$ cat config.mk
export PLATFORM = sky130hd
export DESIGN_NAME = rvfi_reorder_buffer
export DESIGN_NICKNAME = d
export VERILOG_FILES = /design/src/rtl/rvfi_reorder_buffer.sv
export SDC_FILE = /design/constraint.sdc
export NUM_CORES = 2
export LEC_CHECK = 0
export ABC_CLOCK_PERIOD_IN_PS = 5130
export CAP_MARGIN = 5
export CORE_MARGIN = 2
export CORE_UTILIZATION = 45
export DETAILED_ROUTE_END_ITERATION = 10
export SLEW_MARGIN = 25
export SYNTH_ARGS = -nofsm -noshare
export SYNTH_HDL_FRONTEND = slang
export SYNTH_SLANG_ARGS = --single-unit
$ cat constraint.sdc
create_clock -name clk -period 5.13 [get_ports clk]
set_clock_uncertainty 0.1 [all_clocks]
set_input_delay 1.026 -clock clk [delete_from_list [all_inputs] [get_ports clk]]
set_output_delay 1.026 -clock clk [all_outputs]
set_load 0.005 [all_outputs]
$ cat src/rtl/rvfi_reorder_buffer.sv
// Reorders up to NRET out-of-order RVFI retirements per cycle by rvfi_order and
// re-emits them one per cycle in strict program order, flagging window/duplicate errors.
module rvfi_reorder_buffer #(
  parameter int unsigned XLEN  = 32,
  parameter int unsigned NRET  = 2,
  parameter int unsigned DEPTH = 8
) (
  input  logic                     clk,
  input  logic                     reset,
  input  logic [NRET-1:0]          in_valid,
  input  logic [NRET*8-1:0]        in_order,
  input  logic [NRET*32-1:0]       in_insn,
  input  logic [NRET-1:0]          in_trap,
  input  logic [NRET*XLEN-1:0]     in_mem_addr,
  input  logic [NRET*XLEN/8-1:0]   in_mem_rmask,
  input  logic [NRET*XLEN/8-1:0]   in_mem_wmask,
  input  logic [NRET*XLEN-1:0]     in_mem_rdata,
  input  logic [NRET*XLEN-1:0]     in_mem_wdata,
  output logic                     out_valid,
  output logic [7:0]               out_order,
  output logic [31:0]              out_insn,
  output logic                     out_trap,
  output logic [XLEN-1:0]          out_mem_addr,
  output logic [XLEN/8-1:0]        out_mem_rmask,
  output logic [XLEN/8-1:0]        out_mem_wmask,
  output logic [XLEN-1:0]          out_mem_rdata,
  output logic [XLEN-1:0]          out_mem_wdata,
  output logic [$clog2(DEPTH):0]   occupancy,
  output logic                     err,
  output logic [1:0]               err_cause
);

  localparam int unsigned AW = $clog2(DEPTH);
  localparam int unsigned OW = AW + 1;
  localparam int unsigned MW = XLEN / 8;

  localparam logic [1:0] CAUSE_NONE   = 2'd0;
  localparam logic [1:0] CAUSE_WINDOW = 2'd1;
  localparam logic [1:0] CAUSE_COLL   = 2'd2;
  localparam logic [1:0] CAUSE_DUP    = 2'd3;

  logic [7:0]       expected_q, expected_d;
  logic [DEPTH-1:0] valid_q, valid_d;
  logic [OW-1:0]    occ_q, occ_d;
  logic             err_q, err_d;
  logic [1:0]       cause_q, cause_d;

  logic             out_valid_q, out_valid_d;
  logic [7:0]       out_order_q, out_order_d;
  logic [31:0]      out_insn_q, out_insn_d;
  logic             out_trap_q, out_trap_d;
  logic [XLEN-1:0]  out_addr_q, out_addr_d;
  logic [MW-1:0]    out_rmask_q, out_rmask_d;
  logic [MW-1:0]    out_wmask_q, out_wmask_d;
  logic [XLEN-1:0]  out_rdata_q, out_rdata_d;
  logic [XLEN-1:0]  out_wdata_q, out_wdata_d;

  logic [7:0]       slot_order_q [DEPTH];
  logic [7:0]       slot_order_d [DEPTH];
  logic [31:0]      slot_insn_q  [DEPTH];
  logic [31:0]      slot_insn_d  [DEPTH];
  logic             slot_trap_q  [DEPTH];
  logic             slot_trap_d  [DEPTH];
  logic [XLEN-1:0]  slot_addr_q  [DEPTH];
  logic [XLEN-1:0]  slot_addr_d  [DEPTH];
  logic [MW-1:0]    slot_rmask_q [DEPTH];
  logic [MW-1:0]    slot_rmask_d [DEPTH];
  logic [MW-1:0]    slot_wmask_q [DEPTH];
  logic [MW-1:0]    slot_wmask_d [DEPTH];
  logic [XLEN-1:0]  slot_rdata_q [DEPTH];
  logic [XLEN-1:0]  slot_rdata_d [DEPTH];
  logic [XLEN-1:0]  slot_wdata_q [DEPTH];
  logic [XLEN-1:0]  slot_wdata_d [DEPTH];

  logic [AW-1:0]    exp_idx;
  logic             drain;
  logic [NRET-1:0]  in_win;
  logic [OW-1:0]    wr_cnt;
  logic [1:0]       first_cause;

  always_comb begin
    expected_d   = expected_q;
    valid_d      = valid_q;
    err_d        = err_q;
    cause_d      = cause_q;
    out_valid_d  = 1'b0;
    out_order_d  = out_order_q;
    out_insn_d   = out_insn_q;
    out_trap_d   = out_trap_q;
    out_addr_d   = out_addr_q;
    out_rmask_d  = out_rmask_q;
    out_wmask_d  = out_wmask_q;
    out_rdata_d  = out_rdata_q;
    out_wdata_d  = out_wdata_q;
    slot_order_d = slot_order_q;
    slot_insn_d  = slot_insn_q;
    slot_trap_d  = slot_trap_q;
    slot_addr_d  = slot_addr_q;
    slot_rmask_d = slot_rmask_q;
    slot_wmask_d = slot_wmask_q;
    slot_rdata_d = slot_rdata_q;
    slot_wdata_d = slot_wdata_q;
    wr_cnt       = '0;
    first_cause  = CAUSE_NONE;
    in_win       = '0;

    exp_idx = expected_q[AW-1:0];
    drain   = valid_q[exp_idx];

    // Drain clears the slot before writes are applied, so a write to the
    // drained slot (only reachable with order == expected) takes effect.
    if (drain) begin
      out_valid_d  = 1'b1;
      out_order_d  = slot_order_q[exp_idx];
      out_insn_d   = slot_insn_q[exp_idx];
      out_trap_d   = slot_trap_q[exp_idx];
      out_addr_d   = slot_addr_q[exp_idx];
      out_rmask_d  = slot_rmask_q[exp_idx];
      out_wmask_d  = slot_wmask_q[exp_idx];
      out_rdata_d  = slot_rdata_q[exp_idx];
      out_wdata_d  = slot_wdata_q[exp_idx];
      valid_d[exp_idx] = 1'b0;
      expected_d   = expected_q + 8'd1;
    end

    for (int unsigned c = 0; c < NRET; c++) begin
      in_win[c] = 8'(in_order[c*8 +: 8] - expected_q) < 8'(DEPTH);
    end

    for (int unsigned c = 0; c < NRET; c++) begin
      logic [AW-1:0] idx;
      logic          dup;
      logic [1:0]    cause_c;
      idx     = in_order[c*8 +: AW];
      dup     = 1'b0;
      cause_c = CAUSE_NONE;
      for (int unsigned k = 0; k < c; k++) begin
        if (in_valid[k] && in_win[k] && (in_order[k*8 +: AW] == idx)) dup = 1'b1;
      end
      if (in_valid[c]) begin
        if (!in_win[c]) begin
          cause_c = CAUSE_WINDOW;
        end else if (dup) begin
          cause_c = CAUSE_DUP;
        end else if (valid_q[idx] && !(drain && (idx == exp_idx))) begin
          cause_c = CAUSE_COLL;
        end else begin
          valid_d[idx]      = 1'b1;
          slot_order_d[idx] = in_order[c*8 +: 8];
          slot_insn_d[idx]  = in_insn[c*32 +: 32];
          slot_trap_d[idx]  = in_trap[c];
          slot_addr_d[idx]  = in_mem_addr[c*XLEN +: XLEN];
          slot_rmask_d[idx] = in_mem_rmask[c*MW +: MW];
          slot_wmask_d[idx] = in_mem_wmask[c*MW +: MW];
          slot_rdata_d[idx] = in_mem_rdata[c*XLEN +: XLEN];
          slot_wdata_d[idx] = in_mem_wdata[c*XLEN +: XLEN];
          wr_cnt            = wr_cnt + OW'(1);
        end
      end
      if ((first_cause == CAUSE_NONE) && (cause_c != CAUSE_NONE)) first_cause = cause_c;
    end

    occ_d = occ_q + wr_cnt - OW'(drain);

    if (!err_q && (first_cause != CAUSE_NONE)) begin
      err_d   = 1'b1;
      cause_d = first_cause;
    end
  end

  always_ff @(posedge clk) begin
    if (reset) begin
      expected_q  <= '0;
      valid_q     <= '0;
      occ_q       <= '0;
      err_q       <= 1'b0;
      cause_q     <= CAUSE_NONE;
      out_valid_q <= 1'b0;
      out_order_q <= '0;
      out_insn_q  <= '0;
      out_trap_q  <= 1'b0;
      out_addr_q  <= '0;
      out_rmask_q <= '0;
      out_wmask_q <= '0;
      out_rdata_q <= '0;
      out_wdata_q <= '0;
    end else begin
      expected_q  <= expected_d;
      valid_q     <= valid_d;
      occ_q       <= occ_d;
      err_q       <= err_d;
      cause_q     <= cause_d;
      out_valid_q <= out_valid_d;
      out_order_q <= out_order_d;
      out_insn_q  <= out_insn_d;
      out_trap_q  <= out_trap_d;
      out_addr_q  <= out_addr_d;
      out_rmask_q <= out_rmask_d;
      out_wmask_q <= out_wmask_d;
      out_rdata_q <= out_rdata_d;
      out_wdata_q <= out_wdata_d;
    end
  end

  // Slot payloads are only observable through their valid bits, so no reset.
  always_ff @(posedge clk) begin
    slot_order_q <= slot_order_d;
    slot_insn_q  <= slot_insn_d;
    slot_trap_q  <= slot_trap_d;
    slot_addr_q  <= slot_addr_d;
    slot_rmask_q <= slot_rmask_d;
    slot_wmask_q <= slot_wmask_d;
    slot_rdata_q <= slot_rdata_d;
    slot_wdata_q <= slot_wdata_d;
  end

  assign out_valid     = out_valid_q;
  assign out_order     = out_order_q;
  assign out_insn      = out_insn_q;
  assign out_trap      = out_trap_q;
  assign out_mem_addr  = out_addr_q;
  assign out_mem_rmask = out_rmask_q;
  assign out_mem_wmask = out_wmask_q;
  assign out_mem_rdata = out_rdata_q;
  assign out_mem_wdata = out_wdata_q;
  assign occupancy     = occ_q;
  assign err           = err_q;
  assign err_cause     = cause_q;

endmodule
==> results.toml <==
[layout]
fill_cells = 12500
drive_above_1_share_pct = 38.7
syn2layout_area_growth_pct = 17.8
nNetsFinal = 6111
fin_area_um2 = 77000

[global_route]
grt_usage_pct = 27.9
use_met3_pct = 5.65
grt-ovfl-total = 0
grt_max_degree = 133
antenna_found_initial = 41
grt_pass1_vias = 48100
grt_use_met1_pct = 36.4
grt_pass1_wl_mm = 314
grtUsageMet2_pct = 46.6
grt.busiest_layer = "met2"

[clocking]
htree_levels = 4
clk_latency_ns = 0.78
clk_path_buf_depth = 3
ctsResizeCount = 0
cts_sinks = 1329
clkSlewWorstSetupHoldPaths_ns = 0.05
cts_buffers = 151
root_buffer = "clkbuf_16"
postCtsHoldBufs = 0
cts_tree = "built"
post_cts_buffers = 0

[yosys]
syn_inst = 5542
yosys-top-cells-count = "mux2_2, dfxtp_1, nand2_1"
synth_area_leaders = "dfxtp_1, mux2_2, mux4_2"
synth.distinct_cells = 71
synth-warning-count = 0
syn-num-nets = 5858
synth-edff-count = 0
ys_seq_elements = 1329
netlist_area_um2 = 65400
ys.flop_type = "dfxtp_1"
yosys.area.top_type = "dfxtp_1"
synth_top_area_share_pct = 40.7
yosysMostFrequentCell = "mux2_2"
async_flop_share_pct = 0
synth_area_per_cell_um2 = 11.8
yosysSeqAreaShare_pct = 40.7

[timing]
drv_slew = 0
rsz0062_at_grt = "false"
fmax_ghz = 0.233
setup_tns_ns = 0
worst_slack_ns = 0.842
slew-limit-headroom_pct = 27.4
period_share_pct = 83.6
finalCriticalPeriod_ns = 4.29
hold_violations = 0
finalSetupViolCount = 0
worstMarginPinSlew_ns = 1.09

[route]
vias = 47400
drt.antenna.violating_nets = 0
routed_wl_mm = 211
dr.first_iter.drc_count = 3456
first_pass_iters = 6
drc = 0
routedWlPerCell_um = 27.0
routed_via_density = 6.06

[setup_path]
cp_max_fo = 12
timing_worst_setup_path_type = "input port to register"
required_ns = 5.66
cp_slowest_cell = "clkdlybuf4s50_1"
critical-path-top-delay-family = "adder cells"
reg2reg_depth = 16
critPathMaxStageDelay_ns = 0.75
end_kind = "register"
path_cells = "clkdlybuf4s50_1 -> ha_1 -> o21ai_0 -> a21oi_1 -> o41a_1 -> a21oi_1 -> nand3_4 -> nand2_1 -> mux2i_1 -> ha_1 -> inv_1 -> ha_1 -> inv_1 -> fa_1 -> xor2_1 -> nor2_1"
worstPathArrival_ns = 4.82
crit_buf_inv = 3
reg2reg_from = "expected_q[1]$_SDFFE_PP0P_"
critPathLaunchType = "input port"
r2r-end = "occupancy[2]$_SDFF_PP0_"
cp_common_cell = "ha_1"
ff2ff_setup_slack_ns = 0.99

[floorplan]
core-area_um2 = 144000
fp.dieH_um = 385
die_area_um2 = 148000
start_util_pct = 45.5
rows = 139
pin_count = 447
die_x_um = 385

[run]
maxCapViolCount = 0

[worst_hold_path]
holdPathEnd = "slot_order_q[41]$_DFF_P_"
hp-class = "register to register"
min_from = "slot_order_q[41]$_DFF_P_"
hold_depth = 1

[placement]
gp_congestion = 0.814
portBuffers = 446
placed_cell_area_um2 = 72000
pre_cts_ws_ns = 0.0879
hpwl_mm = 118

[power_and_ir_drop]
powerDensity_nw_per_um2 = 318
p_leak_nw = 32.0
power.total_mw = 24.5
ir_worst_vdd_mv = 0.285

[status]
outcome = "finished, final reports clean"
==> power breakdown <==
group	internal (mW)	leakage, nW	switching (mW)
combinational	1.38	18.8	0.846
clock	6.37	2.45	4.47
sequential	11.1	10.8	0.356
==> state kept, by name, indices dropped and copies added, names as in the netlist, 64 cells and up <==
| register | count |
|---|---|
| slot_rdata_q | 256 |
| slot_order_q | 64 |
| slot_addr_q | 256 |
| slot_wdata_q | 256 |
| slot_insn_q | 256 |
==> routing by layer <==
| metal | part of all wire [%] | wire (um) |
|---|---|---|
| met1 | 43 | 90700 |
| met5 | 0.13 | 281 |
| met4 | 2.3 | 4830 |
| met3 | 6.7 | 14100 |
| met2 | 48 | 101000 |
==> cell type report <==
type,count,area [um2],area share [%]
flip-flops and latches,1329,26600,34.5
clock buffers,227,4540,5.90
multi-input cells,3681,36400,47.2
diodes,17,42.5,0.0552
clock inverters,41,415,0.539
inverters,26,113,0.146
repair buffers,606,6540,8.49
well taps,1903,2380,3.09
==> how the worst max path moves through the flow <==
| stage | startpoint | to | cells after the start |
|---|---|---|---|
| after floorplan | expected_q[1]$_SDFFE_PP0P_ | occupancy[2]$_SDFF_PP0_ | 21 |
| after global placement | in_order[4] | occupancy[2]$_SDFF_PP0_ | 18 |
| after detailed placement | in_order[4] | occupancy[2]$_SDFF_PP0_ | 18 |
| after CTS | in_order[4] | occupancy[2]$_SDFF_PP0_ | 18 |
| after global routing | in_order[4] | occupancy[2]$_SDFF_PP0_ | 18 |
| final | in_order[2] | occupancy[2]$_SDFF_PP0_ | 16 |
==> cells in the final DEF (no fill, tap or decap), drive strengths merged, types with 4 or more instances in the layout <==
cell           count
nand2            333
and2               4
bufinv             5
xnor2              7
inv               28
xor2               9
a311oi           145
clkdlybuf4s50    445
mux2            1671
and3              15
o21ai            268
buf              160
dfxtp           1329
a21oi             13
o211ai             4
ha                21
o22ai             43
nand3             13
a31oi              9
and4               5
a21o               5
nor2             172
diode             17
mux2i            308
nor2b              7
nand2b             8
mux4             290
nand3b            12
clkinv            31
clkbuf           228
nand4            274
nor3               7
==> kinds of logic (layout without fill, tap and decap cells) <==
group                      after synthesis  after routing  synth area share [%]
muxes                                 2269           2269                  43.5
DFF                                   1329           1329                  40.7
and+or+nand+nor                        861            861                  6.39
buffers and inverters                  532            900                  3.70
AOI/OAI and AO/OA                      513            513                  5.08
adders and majority gates               22             22                 0.433
xor gates and xnor gates                16             16                 0.214
other                                    0             17                     0
==> through the flow <==
| stage | hold slack (ns) | std cells | util (%) |
|---|---|---|---|
| finish | 0.346 | 7830 | 53.6 |
| CTS | 0.341 | 7813 | 53.5 |
| global placement | 0.324 | 7545 | 50.1 |
| detailed placement | 0.327 | 7545 | 50.1 |
| floorplan | 0.309 | 5542 | - |
| global route | 0.378 | 7826 | 53.6 |
Note: power is estimated with default switching activity, not from simulation.
